==> src/rtl/pcie4_cfg_msix_requester.sv <==
// MSI-X requester for the PCIe4 cfg interrupt port: latches per-vector requests, issues them round-robin, retries failures.
// Optional MSIX_REQ_STATS_EN adds saturating sent/fail counters with a synchronous clear.
module pcie4_cfg_msix_requester #(
   parameter int unsigned C_NUM_VECTORS = 8,
   parameter int unsigned C_FUNCTION    = 0,
   parameter int unsigned C_TIMEOUT     = 255,
   parameter int unsigned C_MAX_RETRY   = 3
) (
   input  logic                             aclk,
   input  logic                             areset,
`ifdef MSIX_REQ_STATS_EN
   input  logic                             stat_clr,
   output logic [31:0]                      stat_sent,
   output logic [31:0]                      stat_fail,
`endif
   input  logic [C_NUM_VECTORS-1:0]         irq_req,
   output logic [C_NUM_VECTORS-1:0]         irq_done,
   output logic [C_NUM_VECTORS-1:0]         irq_err,
   input  logic                             tbl_we,
   input  logic [$clog2(C_NUM_VECTORS)-1:0] tbl_idx,
   input  logic [63:0]                      tbl_addr,
   input  logic [31:0]                      tbl_data,
   input  logic [3:0]                       msix_enable,
   input  logic [3:0]                       msix_mask,
   output logic [63:0]                      msix_address,
   output logic [31:0]                      msix_data,
   output logic                             msix_int,
   input  logic                             msix_sent,
   input  logic                             msix_fail,
   output logic [7:0]                       msix_function_number,
   output logic [1:0]                       msix_vec_pending,
   output logic [2:0]                       msix_attr,
   output logic                             msix_tph_present,
   output logic [1:0]                       msix_tph_type,
   output logic [7:0]                       msix_tph_st_tag
);

   localparam int unsigned N  = C_NUM_VECTORS;
   localparam int unsigned IW = $clog2(C_NUM_VECTORS);
   localparam int unsigned TW = 16;
   localparam int unsigned RW = 8;
   localparam int unsigned BW = 4;

   typedef enum logic [2:0] {
      S_IDLE, S_ISSUE, S_WAIT, S_FAILED, S_BACKOFF, S_RETRY
   } state_t;

   state_t          state_q, state_d;
   logic [N-1:0]    pend_q;
   logic [IW-1:0]   idx_q, rr_q;
   logic [TW-1:0]   timer_q;
   logic [RW-1:0]   retry_q;
   logic [BW-1:0]   bo_q;
   logic [63:0]     addr_q;
   logic [31:0]     data_q;
   logic            int_q;
   logic [N-1:0]    done_q, err_q;
   logic [63:0]     tbl_addr_q [N];
   logic [31:0]     tbl_data_q [N];

   logic            en_ok_c, found_c;
   logic [IW-1:0]   sel_c, cand_c;
   logic [N-1:0]    idx_oh_c, clr_c;
   logic            grant_c, reload_c, issue_c, wait_c, sent_c, fail_c, retry_c, drop_c, backoff_c;

   assign en_ok_c  = msix_enable[2'(C_FUNCTION)] & ~msix_mask[2'(C_FUNCTION)];
   assign idx_oh_c = N'(1) << idx_q;
   assign clr_c    = (sent_c || drop_c) ? idx_oh_c : '0;

   // Round-robin search starting one past the last granted vector
   always_comb begin
      found_c = 1'b0;
      sel_c   = '0;
      cand_c  = '0;
      for (int unsigned k = 1; k <= N; k++) begin
         cand_c = IW'(32'(rr_q) + k);
         if (!found_c && pend_q[cand_c]) begin
            found_c = 1'b1;
            sel_c   = cand_c;
         end
      end
   end

   always_ff @(posedge aclk or posedge areset) begin
      if (areset) state_q <= S_IDLE;
      else        state_q <= state_d;
   end

   always_comb begin
      state_d = state_q;
      unique case (state_q)
         S_IDLE:    if (en_ok_c && found_c) state_d = S_ISSUE;
         S_ISSUE:   state_d = S_WAIT;
         S_WAIT: begin
            if (msix_sent)                                  state_d = S_IDLE;
            else if (msix_fail || timer_q <= TW'(1))        state_d = S_FAILED;
         end
         S_FAILED:  state_d = (retry_q < RW'(C_MAX_RETRY)) ? S_BACKOFF : S_IDLE;
         S_BACKOFF: if (bo_q == '0) state_d = S_RETRY;
         S_RETRY:   if (en_ok_c && pend_q[idx_q]) state_d = S_ISSUE;
         default:   state_d = S_IDLE;
      endcase
   end

   // Per-state control strobes for the datapath
   always_comb begin
      grant_c   = 1'b0;
      reload_c  = 1'b0;
      issue_c   = 1'b0;
      wait_c    = 1'b0;
      sent_c    = 1'b0;
      fail_c    = 1'b0;
      retry_c   = 1'b0;
      drop_c    = 1'b0;
      backoff_c = 1'b0;
      unique case (state_q)
         S_IDLE:    grant_c = en_ok_c && found_c;
         S_ISSUE:   issue_c = 1'b1;
         S_WAIT: begin
            wait_c = 1'b1;
            sent_c = msix_sent;
            fail_c = !msix_sent && (msix_fail || timer_q <= TW'(1));
         end
         S_FAILED: begin
            if (retry_q < RW'(C_MAX_RETRY)) retry_c = 1'b1;
            else                            drop_c  = 1'b1;
         end
         S_BACKOFF: backoff_c = 1'b1;
         S_RETRY:   reload_c  = en_ok_c && pend_q[idx_q];
         default:   ;
      endcase
   end

   always_ff @(posedge aclk or posedge areset) begin
      if (areset) begin
         tbl_addr_q <= '{default: '0};
         tbl_data_q <= '{default: '0};
      end else if (tbl_we) begin
         tbl_addr_q[tbl_idx] <= tbl_addr;
         tbl_data_q[tbl_idx] <= tbl_data;
      end
   end

   // Message payload is captured at grant/re-issue and held through the response
   always_ff @(posedge aclk or posedge areset) begin
      if (areset) begin
         pend_q  <= '0;
         idx_q   <= '0;
         rr_q    <= '0;
         timer_q <= '0;
         retry_q <= '0;
         bo_q    <= '0;
         addr_q  <= '0;
         data_q  <= '0;
         int_q   <= 1'b0;
         done_q  <= '0;
         err_q   <= '0;
      end else begin
         pend_q <= (pend_q & ~clr_c) | irq_req;
         int_q  <= (state_d == S_ISSUE);
         done_q <= sent_c ? idx_oh_c : '0;
         err_q  <= drop_c ? idx_oh_c : '0;
         if (grant_c) begin
            idx_q  <= sel_c;
            rr_q   <= sel_c;
            addr_q <= tbl_addr_q[sel_c];
            data_q <= tbl_data_q[sel_c];
         end else if (reload_c) begin
            addr_q <= tbl_addr_q[idx_q];
            data_q <= tbl_data_q[idx_q];
         end
         if (issue_c)                     timer_q <= TW'(C_TIMEOUT);
         else if (wait_c && timer_q != '0) timer_q <= timer_q - TW'(1);
         if (retry_c)                     retry_q <= retry_q + RW'(1);
         else if (sent_c || drop_c)       retry_q <= '0;
         if (retry_c)                     bo_q <= BW'(15);
         else if (backoff_c && bo_q != '0) bo_q <= bo_q - BW'(1);
      end
   end

`ifdef MSIX_REQ_STATS_EN
   logic [31:0] stat_sent_q, stat_fail_q;

   always_ff @(posedge aclk or posedge areset) begin
      if (areset) begin
         stat_sent_q <= '0;
         stat_fail_q <= '0;
      end else if (stat_clr) begin
         stat_sent_q <= '0;
         stat_fail_q <= '0;
      end else begin
         if (sent_c && stat_sent_q != '1) stat_sent_q <= stat_sent_q + 32'd1;
         if (fail_c && stat_fail_q != '1) stat_fail_q <= stat_fail_q + 32'd1;
      end
   end

   assign stat_sent = stat_sent_q;
   assign stat_fail = stat_fail_q;
`endif

   assign irq_done             = done_q;
   assign irq_err              = err_q;
   assign msix_address         = addr_q;
   assign msix_data            = data_q;
   assign msix_int             = int_q;
   assign msix_function_number = 8'(C_FUNCTION);
   assign msix_vec_pending     = '0;
   assign msix_attr            = '0;
   assign msix_tph_present     = 1'b0;
   assign msix_tph_type        = '0;
   assign msix_tph_st_tag      = '0;

endmodule

==> config.mk <==
export PLATFORM = sky130hd
export DESIGN_NAME = pcie4_cfg_msix_requester
export DESIGN_NICKNAME = d
export VERILOG_FILES = /design/src/rtl/pcie4_cfg_msix_requester.sv
export SDC_FILE = /design/constraint.sdc
export NUM_CORES = 2
export LEC_CHECK = 0
export BUFFER_PORTS_ARGS = -buffer_cell sky130_fd_sc_hd__buf_2
export CAP_MARGIN = 0
export CELL_PAD_IN_SITES_DETAIL_PLACEMENT = 0
export CELL_PAD_IN_SITES_GLOBAL_PLACEMENT = 1
export CORE_UTILIZATION = 25
export CTS_CLUSTER_DIAMETER = 150
export DETAILED_ROUTE_END_ITERATION = 10
export GPL_TIMING_DRIVEN = 0
export PLACE_DENSITY = 0.56
export SYNTH_ARGS = -nofsm -noshare
export SYNTH_HDL_FRONTEND = slang
export SYNTH_SLANG_ARGS = --single-unit
==> constraint.sdc <==
create_clock -name aclk -period 46.9 [get_ports aclk]
set_clock_uncertainty 0.05 [all_clocks]
set_input_delay 2.345 -clock aclk [delete_from_list [all_inputs] [get_ports aclk]]
set_output_delay 2.345 -clock aclk [all_outputs]
set_load 0.02 [all_outputs]
==> implementation parameters <==
Parameter                              Value

Synthesis
  Syn Std Cell Area ... between 40000 and 50000 sq um
  Area share of the leading cell type in the synthesized netlist ... 0.485
  Count of synthesis-stage warnings from yosys ... 0
  Largest cells by area after synthesis ... sky130_fd_sc_hd__dfrtp_1 (48%), sky130_fd_sc_hd__mux2_2 (18%), sky130_fd_sc_hd__mux2i_1 (6.1%)
  Number of cells produced by synthesis ... around 4.2k
  Library cell occupying the most area in the post-synthesis netlist ... sky130_fd_sc_hd__dfrtp_1
  Proportion of synthesized chip area in sequential cells ... 0.485
  Number of flops mapped to enable cells by yosys ... 0
  Synth Register Bits ... approximately 900
  Post-Synthesis Mean Instance Area ... around 11 sq um
  FFs w/ async S/R, synth ... 1.00
  Commonest register cell after synthesis ... sky130_fd_sc_hd__dfrtp_1
  Number of library cell types mapped by synthesis ... 65

Clock tree
  Number of hold buffers added after CTS ... 0
  Clock buffer depth ... 3
  Clock tree from TritonCTS ... done
  CTS root buf ... sky130_fd_sc_hd__clkbuf_16
  Later-pin clock latency in the skew report ... roughly 0.75 ns
  Total setup buffers inserted after CTS ... 0
  Total clock sinks ... approximately 900
  PostCTS Resize Cnt ... 0
  Clock slew at the register clock pins of the worst setup and hold paths ... 0.06 ns
  CTS buffer count ... between 100 and 150
  H-Tree Depth ... 3

Timing
  Max-slew violation total from the final report ... 0
  Unrepaired setup endpoints after global routing ... no
  Setup Viol. Count Final ... 0
  Share of the clock period used by the worst path after layout ... 0.156
  Setup TNS Final ... 0 ns
  Final-report hold violation count ... 0
  Relative max-transition margin ... 0.0643
  Slew @ Worst Pin ... 1.40 ns
  Highest clock frequency the design can meet ... about 140 MHz
  Shortest clock period the worst path allows after layout ... around 7.3 ns

Placement
  Number of buffers inserted by port buffering ... ~220
  Final weighted congestion in routability-driven placement ... roughly 0.83
  Post-DP HPWL ... 125000 um

Floorplanning
  Standard-cell rows ... around 160
  Die X-Extent ... about 440 um
  Starting density of the core ... 0.253
  Core Footprint ... between 150000 and 200000 sq um
  Floorplan die area ... around 190000 sq um
  I/O pins ... about 260
  Chip Height ... around 440 um

Routing
  Wire length per cell ... approximately 26 um
  DRC Markers ... 0
  DRT antenna net count ... 0
  Vias post-DR ... 36.7k
  DRC marker count from the first detailed-route iteration ... 2913
  1st-pass router iterations ... 5
  Via-to-Cell Ratio ... roughly 5
  Total Wirelength ... 187000 um

Min path
  Hold Crit Start ... retry_q[4]
  Hold Crit Depth ... 1
  Worst hold path type ... reg2reg

Flow run
  Maximum capacitance violations ... 0

GRT
  Via count of the first global-routing pass ... around 37k
  Pin count of the biggest net entering global routing ... 122
  GRT Residual Overflow ... 0
  Wire length of the first global-routing pass ... ~270000 um
  Antenna violations before repair ... 51
  Total track usage ... 0.190

Final layout
  Core occupancy in the finished layout ... 0.296
  Layout fillers ... about 20k
  Area growth from synthesis to final layout ... 17.3%
  Net count reported at finish ... around 4.7k
  Share of final-layout standard cells stronger than drive strength 1 ... 0.290

Worst setup path
  Type of the setup path with the least slack ... reg2reg
  Capture instance of the worst register-to-register path ... msix_address[2]
  Path depth of the worst reg2reg path ... 16
  Arrival time of the worst setup path ... just under 8 ns
  Crit path to ... msix_address[2]
  Largest fanout on the critical path ... 10
  Critical path required time ... between 40 and 50 ns
  CP Launch Type ... flop
  Start of the worst register-to-register path ... rr_q[2]
  Startpoint of the most critical setup path ... rr_q[2]
  Internal reg-to-reg setup slack ... roughly 40 ns
  Crit. End Element ... flop

Power
  Leakage ... between 20 and 25 nW
  Worst supply voltage drop on vdd ... between 0.00004 and 0.00005 V
  Power per standard cell area ... about 66 nW/um^2

Status
  Outcome ... complete, no violations
[logic make-up (layout without fill, tap and decap cells)]
logic type	Yosys count	after routing	synth area share
compound gates	662	662	0.0899
xor+xnor	18	18	0.00331
fa+ha+maj	12	12	0.00315
buf+inv	389	822	0.0348
flops	923	923	0.485
mux	1147	1147	0.282
other cells	1	44	0.0000787
simple gates	1069	1069	0.101
[metrics by stage]
step / instance area, sq um / setup slack (ns) / std cells / hold WS (ns) / power, mW
2_1_floorplan: 47700 / 18.55 / 4244 / 0.411 / 2.14
3_5_place_dp: 52300 / 39.72 / 6973 / 0.441 / 2.82
3_3_place_gp: 52000 / 6.10 / 6961 / 0.433 / 2.81
5_1_grt: 55900 / 39.55 / 7187 / 0.479 / 3.86
6_report: 55900 / 39.57 / 7192 / 0.453 / 3.68
4_1_cts: 55800 / 39.77 / 7172 / 0.458 / 3.70
[critical path, stage by stage, from the launching register on]
cell and delay [ns]:
sky130_fd_sc_hd__dfrtp_1 0.44, sky130_fd_sc_hd__buf_4 0.21, sky130_fd_sc_hd__inv_1 0.07, sky130_fd_sc_hd__clkbuf_1 0.89, sky130_fd_sc_hd__clkbuf_1 0.56, sky130_fd_sc_hd__ha_1 0.34, sky130_fd_sc_hd__buf_4 0.17, sky130_fd_sc_hd__mux4_2 0.28
sky130_fd_sc_hd__nor2_1 0.18, sky130_fd_sc_hd__o21ai_1 0.15, sky130_fd_sc_hd__o2bb2ai_2 1.06, sky130_fd_sc_hd__nand2_2 0.27, sky130_fd_sc_hd__nand4_1 0.62, sky130_fd_sc_hd__buf_2 0.52, sky130_fd_sc_hd__clkbuf_1 0.75, sky130_fd_sc_hd__a21oi_1 0.10
sky130_fd_sc_hd__or4_1 0.54
[registers in the layout, summed over array words and instances, names as in the netlist]
register	count
timer_q	16
bo_q	4
state_q	3
irq_err	8
msix_int	1
msix_data	32
tbl_addr_q	512
irq_done	8
retry_q	8
pend_q	8
msix_address	64
tbl_data_q	256
rr_q	3
[cell usage after synthesis (all sizes together), types with 7 or more instances]
library cell and instances:
xor2 7, or3 35, o22ai 128, mux2 776, a211oi 97, xnor2 11, or4 68, inv 29
o21ai 107, a311oi 95, nor4 7, ha 12, dfrtp 923, clkbuf 240, nand2 767, a21oi 166
mux2i 291, nor2 29, mux4 80, and3 107, nand3 8, nor3 9, buf 119, o31ai 9
a22oi 35, nor2b 9
[worst min path at each step]
stage | end | slack, ns
final | retry_q[4] | 0.45
after global routing | tbl_addr_q[77] | 0.48
after CTS | retry_q[4] | 0.46
after detailed placement | retry_q[6] | 0.44
after global placement | retry_q[7] | 0.43
after floorplan | retry_q[0] | 0.41
[placed cells by master, fill, tap and decap left out, drive strengths merged, types with 11 or more instances in the layout]
cell / n
ha: 12
mux2: 776
nor2: 29
buf: 353
or4: 68
or3: 35
nand2: 767
mux4: 80
and3: 107
mux2i: 291
diode: 20
xnor2: 11
a21oi: 166
a211oi: 97
a311oi: 95
clkinv: 26
conb: 24
o21ai: 107
o22ai: 128
inv: 34
a22oi: 35
dfrtp: 923
clkbuf: 402
[area by class of cell]
type	count	area [sq um]	share of cell area
Multi-Input combinational cell	2932	23000	0.411
Buffer	359	1550	0.0277
Tap cell	2495	3120	0.0559
Inverter	30	120	0.00215
Clock inverter	37	324	0.00580
Clock buffer	162	3260	0.0584
Antenna cell	20	50.0	0.000896
Timing Repair Buffer	234	1370	0.0244
Sequential cell	923	23100	0.413
[power by group]
group          switching, mW  total, mW  leakage, nW  internal, mW
Clock                  0.366      0.863         1.77         0.496
Sequential             0.158       1.15         11.1         0.990
Combinational           1.09       1.67         11.6         0.576
Total                   1.62       3.68         24.6          2.06
[layer usage]
layer  up-vias  GRT usage  wire length (um)
met3       383     0.0320             10400
li1      16121          -                 -
met2      1272      0.307             87700
met5         -          0               108
met1     18863      0.245             79200
met4        18     0.0961              9250
Power figures use the tool's default switching activity.
